**src/rtl/game_ghost.sv**
```systemverilog
// Chaser sprite: follows the player's position along the maze rows/columns on
// move_clock, flags a catch, holds, then respawns at home. Draws a 16x16 box.
module game_ghost #(
    parameter int unsigned SPEED_DIV   = 2,
    parameter int unsigned START_DELAY = 256,
    parameter int unsigned HIT_DIST    = 12,
    parameter int unsigned HOLD_TICKS  = 512,
    parameter int unsigned HOME_H      = 640,
    parameter int unsigned HOME_V      = 480
) (
    input  logic        move_clock,
    input  logic        reset,
    input  logic        enable,
    input  logic [9:0]  location_left,
    input  logic [9:0]  location_top,
    input  logic        blank,
    input  logic [10:0] hcount,
    input  logic [10:0] vcount,
    output logic        r,
    output logic        g,
    output logic        b,
    output logic        caught,
    output logic [9:0]  ghost_left,
    output logic [9:0]  ghost_top
);

    localparam int unsigned TICK_W = 16;
    localparam int unsigned STEP_W = 16;
    localparam int unsigned POS_W  = 10;
    localparam int unsigned DIF_W  = 11;

    typedef enum logic [1:0] {
        ST_IDLE   = 2'd0,
        ST_CHASE  = 2'd1,
        ST_CAUGHT = 2'd2
    } state_t;

    state_t              r_state, w_state_nx;
    logic [POS_W-1:0]    r_gx, r_gy, w_gx_nx, w_gy_nx;
    logic [TICK_W-1:0]   r_tick, w_tick_nx;
    logic [STEP_W-1:0]   r_step, w_step_nx;
    logic                r_caught, w_caught_nx;

    logic [POS_W-1:0]    w_px, w_py, w_tx, w_ya, w_mv_x, w_mv_y;
    logic [DIF_W-1:0]    w_dx, w_dy, w_adx, w_ady, w_dt, w_dh;
    logic [DIF_W-1:0]    w_bx0, w_bx1, w_by0, w_by1;
    logic                w_hit, w_row_y, w_row_py, w_col_x, w_in_box;
    logic [2:0]          w_rgb;

    function automatic logic in_row(input logic [POS_W-1:0] y);
        return (y >= 10'd300 && y < 10'd315) ||
               (y >= 10'd475 && y < 10'd485) ||
               (y >= 10'd645 && y < 10'd660);
    endfunction

    function automatic logic in_col(input logic [POS_W-1:0] x);
        return (x >= 10'd375 && x < 10'd405) ||
               (x >= 10'd625 && x < 10'd655) ||
               (x >= 10'd875 && x < 10'd905);
    endfunction

    // Player position and 11-bit two's-complement distances (bit 10 = sign)
    assign w_px     = location_left + 10'd330;
    assign w_py     = location_top + 10'd265;
    assign w_dx     = {1'b0, r_gx} - {1'b0, w_px};
    assign w_dy     = {1'b0, r_gy} - {1'b0, w_py};
    assign w_adx    = w_dx[DIF_W-1] ? (~w_dx + 11'd1) : w_dx;
    assign w_ady    = w_dy[DIF_W-1] ? (~w_dy + 11'd1) : w_dy;
    assign w_hit    = (w_adx < DIF_W'(HIT_DIST)) && (w_ady < DIF_W'(HIT_DIST));
    assign w_row_y  = in_row(r_gy);
    assign w_row_py = in_row(w_py);
    assign w_col_x  = in_col(r_gx);
    assign w_tx     = ((r_gy == w_py) || !w_row_py) ? w_px : POS_W'(HOME_H);
    assign w_dt     = {1'b0, r_gx} - {1'b0, w_tx};
    assign w_dh     = {1'b0, r_gy} - DIF_W'(HOME_V);

    // One-pixel step choice; earlier rules take precedence
    always_comb begin
        w_mv_x = r_gx;
        w_mv_y = r_gy;
        w_ya   = r_gy;
        if (w_col_x && (w_dy != '0) && (w_row_py || (r_gx == w_px))) begin
            w_ya = w_dy[DIF_W-1] ? (r_gy + 10'd1) : (r_gy - 10'd1);
            if (w_ya < 10'd305)
                w_mv_y = 10'd305;
            else if (w_ya > 10'd655)
                w_mv_y = 10'd655;
            else
                w_mv_y = w_ya;
        end else if (w_row_y) begin
            if (w_dt != '0)
                w_mv_x = w_dt[DIF_W-1] ? (r_gx + 10'd1) : (r_gx - 10'd1);
        end else if (w_col_x) begin
            if (w_dh != '0)
                w_mv_y = w_dh[DIF_W-1] ? (r_gy + 10'd1) : (r_gy - 10'd1);
        end
    end

    always_ff @(posedge move_clock or negedge reset) begin
        if (!reset) begin
            r_state  <= ST_IDLE;
            r_gx     <= POS_W'(HOME_H);
            r_gy     <= POS_W'(HOME_V);
            r_tick   <= '0;
            r_step   <= '0;
            r_caught <= 1'b0;
        end else begin
            r_state  <= w_state_nx;
            r_gx     <= w_gx_nx;
            r_gy     <= w_gy_nx;
            r_tick   <= w_tick_nx;
            r_step   <= w_step_nx;
            r_caught <= w_caught_nx;
        end
    end

    always_comb begin
        w_state_nx  = r_state;
        w_gx_nx     = r_gx;
        w_gy_nx     = r_gy;
        w_tick_nx   = r_tick;
        w_step_nx   = r_step;
        w_caught_nx = r_caught;
        if (enable) begin
            case (r_state)
                ST_IDLE: begin
                    if (r_tick == TICK_W'(START_DELAY - 1)) begin
                        w_tick_nx  = '0;
                        w_state_nx = ST_CHASE;
                    end else begin
                        w_tick_nx = r_tick + TICK_W'(1);
                    end
                end
                ST_CHASE: begin
                    if (w_hit) begin
                        w_state_nx  = ST_CAUGHT;
                        w_tick_nx   = '0;
                        w_step_nx   = '0;
                        w_caught_nx = 1'b1;
                    end else if (r_step == STEP_W'(SPEED_DIV - 1)) begin
                        w_step_nx = '0;
                        w_gx_nx   = w_mv_x;
                        w_gy_nx   = w_mv_y;
                    end else begin
                        w_step_nx = r_step + STEP_W'(1);
                    end
                end
                ST_CAUGHT: begin
                    if (r_tick == TICK_W'(HOLD_TICKS - 1)) begin
                        w_state_nx  = ST_IDLE;
                        w_tick_nx   = '0;
                        w_gx_nx     = POS_W'(HOME_H);
                        w_gy_nx     = POS_W'(HOME_V);
                        w_caught_nx = 1'b0;
                    end else begin
                        w_tick_nx = r_tick + TICK_W'(1);
                    end
                end
                default: w_state_nx = ST_IDLE;
            endcase
        end
    end

    // Sprite box, combinational against the live raster position
    assign w_bx0    = {1'b0, r_gx} - 11'd330;
    assign w_bx1    = {1'b0, r_gx} - 11'd314;
    assign w_by0    = {1'b0, r_gy} - 11'd265;
    assign w_by1    = {1'b0, r_gy} - 11'd249;
    assign w_in_box = !blank && (hcount >= w_bx0) && (hcount < w_bx1) &&
                      (vcount >= w_by0) && (vcount < w_by1);

    always_comb begin
        w_rgb = 3'b000;
        if (w_in_box) begin
            case (r_state)
                ST_IDLE:   w_rgb = 3'b001;
                ST_CHASE:  w_rgb = 3'b101;
                ST_CAUGHT: w_rgb = {3{r_tick[4]}};
                default:   w_rgb = 3'b000;
            endcase
        end
    end

    assign r          = w_rgb[2];
    assign g          = w_rgb[1];
    assign b          = w_rgb[0];
    assign caught     = r_caught;
    assign ghost_left = r_gx - 10'd330;
    assign ghost_top  = r_gy - 10'd265;

endmodule

```
**config.mk**
```make
export PLATFORM = sky130hd
export DESIGN_NAME = game_ghost
export DESIGN_NICKNAME = d
export VERILOG_FILES = /design/src/rtl/game_ghost.sv
export SDC_FILE = /design/constraint.sdc
export NUM_CORES = 1
export LEC_CHECK = 0
export ABC_AREA = 1
export CORE_MARGIN = 1.5
export CORE_UTILIZATION = 38
export CTS_CLUSTER_SIZE = 12
export DETAILED_ROUTE_END_ITERATION = 6
export GPL_TIMING_DRIVEN = 0
export REMOVE_ABC_BUFFERS = 1
export SLEW_MARGIN = 20
export SYNTH_ARGS = -nofsm -noshare
export SYNTH_HDL_FRONTEND = slang
export SYNTH_SLANG_ARGS = --single-unit
```
**constraint.sdc**
```tcl
create_clock -name move_clock -period 6.9 [get_ports move_clock]
set_clock_uncertainty 0.15 [all_clocks]
set_input_delay 2.07 -clock move_clock [delete_from_list [all_inputs] [get_ports move_clock]]
set_output_delay 2.07 -clock move_clock [all_outputs]
set_load 0.01 [all_outputs]
```
==> results.cfg <==
[setup_path]
rr_startpoint = r_gy[5]$_DFFE_PN1P_
kind_of_critical_path = in -> out
cp-end-kind = primary output
reg2reg_setup_slack_ns = 1.82
worstPathRequired_ns = 4.68
rr_endpoint = r_gx[9]$_DFFE_PN1P_
arrival_ns = 4.58
startpoint_type_of_the_worst_setup_path = input pin
worstPathMaxFanout = 3
r2r.worst_path.cells = 28

[drt]
drt_wl_total_um = 23400
initialDrtViolationCount = 409
routed_wire_length_per_instance_um = 13.6
route.vias.total = 8730
dr.pass1.iters = 5
drt_drc_violations_left = 0
detail-route-antenna-nets = 0
drt-vias-per-instance = 5.08

[power]
power_leakage_nw = 5.04
power-per-cell-area_nw_per_um2 = 447
max-vdd-ir-drop_mv = 0.131

[timing]
setup_total_negative_slack_ns = 0
finalHoldViolations = 0
achievable-frequency_mhz = 147
worst-slew-pin-transition_ns = 0.738
layout_worst_path_cycle_share_pct = 98.6
setup_violations = 0
layout_setup_ws_ns = 0.0976
timing.final.crit_period_ns = 6.80
timing.final.max_slew_violations = 0
slew_headroom_pct = 50.8
holdWs_ns = 0.376

[yosys]
syn-cell-area_um2 = 8410
ys_async_rst_share_pct = 100
synth_edf_count = 0
synth_sequential_area_ratio_pct = 16.4
syn_area_per_cell_um2 = 6.15
synth.ff_latch_count = 55
netlist_instances = 1369
synth-main-ff-cell = sky130_fd_sc_hd__dfrtp_1
synth.yosys.warnings = 0
synth_cell_type_count = 57

[clock_network]
cts-htree-levels = 2
cts.reportedPaths.clkPinSlew_ns = 0.07
numCtsBuffers = 5
cts.path.max_buffers = 2
root_buffer = sky130_fd_sc_hd__clkbuf_16
insertion_delay_ns = 0.30
tritoncts = built
cts_hold_buffers = 0
clock_sink_count = 55

[floorplanning]
die_h_um = 152
initial_utilization_pct = 38.7
row_count = 54
io-pin-count = 70
fp.dieArea_um2 = 23000
core-area_um2 = 21800
die_w_um = 152

[flow_run]
maxCapViolations = 0

[outcome]
outcome = completed

[global_routing]
global_route.overflow_total = 0
grt.total_usage_pct = 19.8
grt_pass1_vias = 8082
wire_length_of_the_first_global_routing_pass_um = 38700
maximum_number_of_pins_on_one_net_before_global_route_repair = 31
initial_antenna_violation_count = 0

[worst_hold_path]
min_from = caught$_DFFE_PN0P_
hold_path_end = caught$_DFFE_PN0P_
hold_depth = 2
hold_class = reg -> reg

[placed_design]
detailed_place_hpwl_um = 18200
dpl.cell_count = 1688
detailedPlace.worstSlack_ns = -1.48
io_buffer_count = 69
gp_routability_congestion = 0.874
placement.cell_area_um2 = 9310

[layout]
postLayoutCellArea_um2 = 10000
filler_cell_count = 2328
final_layout_size_suffix_gt1_share_pct = 10.1
layout.nets = 1577
synthToLayoutAreaGrowth_pct = 19.2
fin_cells = 1718
num_antenna_cells = 0
critical path, cell delays in order:
cell and delay, ns:
sky130_fd_sc_hd__clkdlybuf4s50_1 0.45, sky130_fd_sc_hd__inv_1 0.04, sky130_fd_sc_hd__ha_1 0.19, sky130_fd_sc_hd__nor2_2 0.07, sky130_fd_sc_hd__a211oi_1 0.05, sky130_fd_sc_hd__o21bai_1 0.20, sky130_fd_sc_hd__a21oi_1 0.09, sky130_fd_sc_hd__o21ai_1 0.18
sky130_fd_sc_hd__a31oi_1 0.12, sky130_fd_sc_hd__o211ai_1 0.40, sky130_fd_sc_hd__o2111ai_4 0.25, sky130_fd_sc_hd__buf_4 0.20, sky130_fd_sc_hd__nor2_2 0.11, sky130_fd_sc_hd__buf_2 0.15
state kept, by name (all words and copies together), names as in the netlist:
signal	count
r_tick	16
r_state	2
r_gy	10
caught	1
r_step	16
r_gx	10
synth_stat cells, types with 3 or more instances:
master | instances | share of area [%]
sky130_fd_sc_hd__a21o_1 | 4 | 0.36
sky130_fd_sc_hd__o21ai_1 | 27 | 1.6
sky130_fd_sc_hd__nand2_1 | 359 | 16
sky130_fd_sc_hd__clkbuf_1 | 18 | 0.80
sky130_fd_sc_hd__o21ai_0 | 54 | 3.2
sky130_fd_sc_hd__o211ai_1 | 8 | 0.71
sky130_fd_sc_hd__fa_1 | 4 | 0.95
sky130_fd_sc_hd__inv_2 | 3 | 0.13
sky130_fd_sc_hd__nand3_1 | 100 | 5.9
sky130_fd_sc_hd__nand3_2 | 8 | 0.95
sky130_fd_sc_hd__nor2_2 | 3 | 0.22
sky130_fd_sc_hd__dfstp_2 | 6 | 1.9
sky130_fd_sc_hd__o21a_1 | 3 | 0.27
sky130_fd_sc_hd__buf_6 | 4 | 0.54
sky130_fd_sc_hd__ha_1 | 90 | 13
sky130_fd_sc_hd__nand4_1 | 27 | 2.0
sky130_fd_sc_hd__buf_2 | 6 | 0.36
sky130_fd_sc_hd__o221ai_1 | 3 | 0.31
sky130_fd_sc_hd__buf_4 | 3 | 0.27
sky130_fd_sc_hd__nand3b_1 | 4 | 0.36
sky130_fd_sc_hd__nor4_1 | 7 | 0.52
sky130_fd_sc_hd__dfrtp_1 | 49 | 15
sky130_fd_sc_hd__nor2_1 | 123 | 5.5
sky130_fd_sc_hd__xnor2_1 | 6 | 0.62
sky130_fd_sc_hd__inv_1 | 224 | 10
sky130_fd_sc_hd__a31oi_1 | 5 | 0.37
sky130_fd_sc_hd__o22ai_1 | 16 | 1.2
sky130_fd_sc_hd__nor3_1 | 24 | 1.4
sky130_fd_sc_hd__a21oi_1 | 65 | 3.9
sky130_fd_sc_hd__nand2_2 | 11 | 0.82
sky130_fd_sc_hd__xor2_1 | 64 | 6.7
sky130_fd_sc_hd__or2_2 | 9 | 0.67
per-stage QoR:
stage / total power [mW] / utilization, %
after floorplan: 2.99 / -
after global placement: 3.84 / 42.7
after detailed placement: 3.89 / 42.8
after CTS: 4.37 / 44.8
after global routing: 5.02 / 46.1
final: 4.48 / 46.1
worst max path at each step:
stage,slack (ns),startpoint,to,depth (start not counted)
after global routing,-0.04,location_top[0],r_gx[8]$_DFFE_PN0P_,36
after global placement,-1.45,location_top[1],r_gx[9]$_DFFE_PN1P_,32
final,0.1,hcount[0],r,14
after CTS,-0.01,location_top[3],r_gx[9]$_DFFE_PN1P_,33
after detailed placement,-1.48,location_top[1],r_gx[9]$_DFFE_PN1P_,32
after floorplan,0.23,location_top[2],r_gx[9]$_DFFE_PN1P_,31
cells by family (layout without fill, tap and decap cells):
group                    count (synthesis)  in the layout  share of synthesized area, %
AO/OA/AOI/OAI                          202            202                          13.6
XOR/XNOR                                71             71                          7.48
adder cells (fa/ha/maj)                 94             94                          14.3
buffers and inverters                  260            329                          12.2
flip-flops                              55             55                          16.4
AND/OR/NAND/NOR                        687            687                          35.9
power breakdown:
part / total (mW) / leakage (nW) / switching, mW / internal [mW]
Sequential: 0.682 / 0.698 / 0.238 / 0.444
Combinational: 3.50 / 4.25 / 2.10 / 1.40
Clock: 0.300 / 0.0868 / 0.119 / 0.181
placed cells by master, fill, tap and decap left out, drive strengths merged, types with 7 or more instances in the layout:
cell / n
xor2: 65
ha: 90
nor3: 25
or2: 9
a21oi: 66
nor4: 7
inv: 226
clkbuf: 10
buf: 27
nand4: 27
clkdlybuf4s50: 56
nor2: 128
dfrtp: 49
o21ai: 83
o211ai: 8
nand2: 372
nand3: 109
o22ai: 16
final cells by class:
cell class              instances  area [um^2]  area share [%]
repair buffers                 92          872            8.69
flip-flops and latches         55         1380            13.8
inverters                     229          863            8.61
clock inverters                 2         35.0           0.349
well taps                     280          350            3.49
multi-input cells            1054         6390            63.7
clock buffers                   6          139            1.38
metal layers:
metal / wire length, um / track usage, % / share of wire (%)
met5: 0 / 0 / 0
met4: 337 / 3.88 / 1.4
met3: 814 / 1.83 / 3.5
met2: 10900 / 33.8 / 47
met1: 11300 / 27.2 / 48
timing repair:
action | 4_1_cts | 5_1_grt
gates cloned | 0 | 0
pin swaps | 18 | 29
setup buffers | 14 | 8
resized for setup | 57 | 59
setup endpoints to repair | 13 | 33
(Power assumes the default switching activity.)
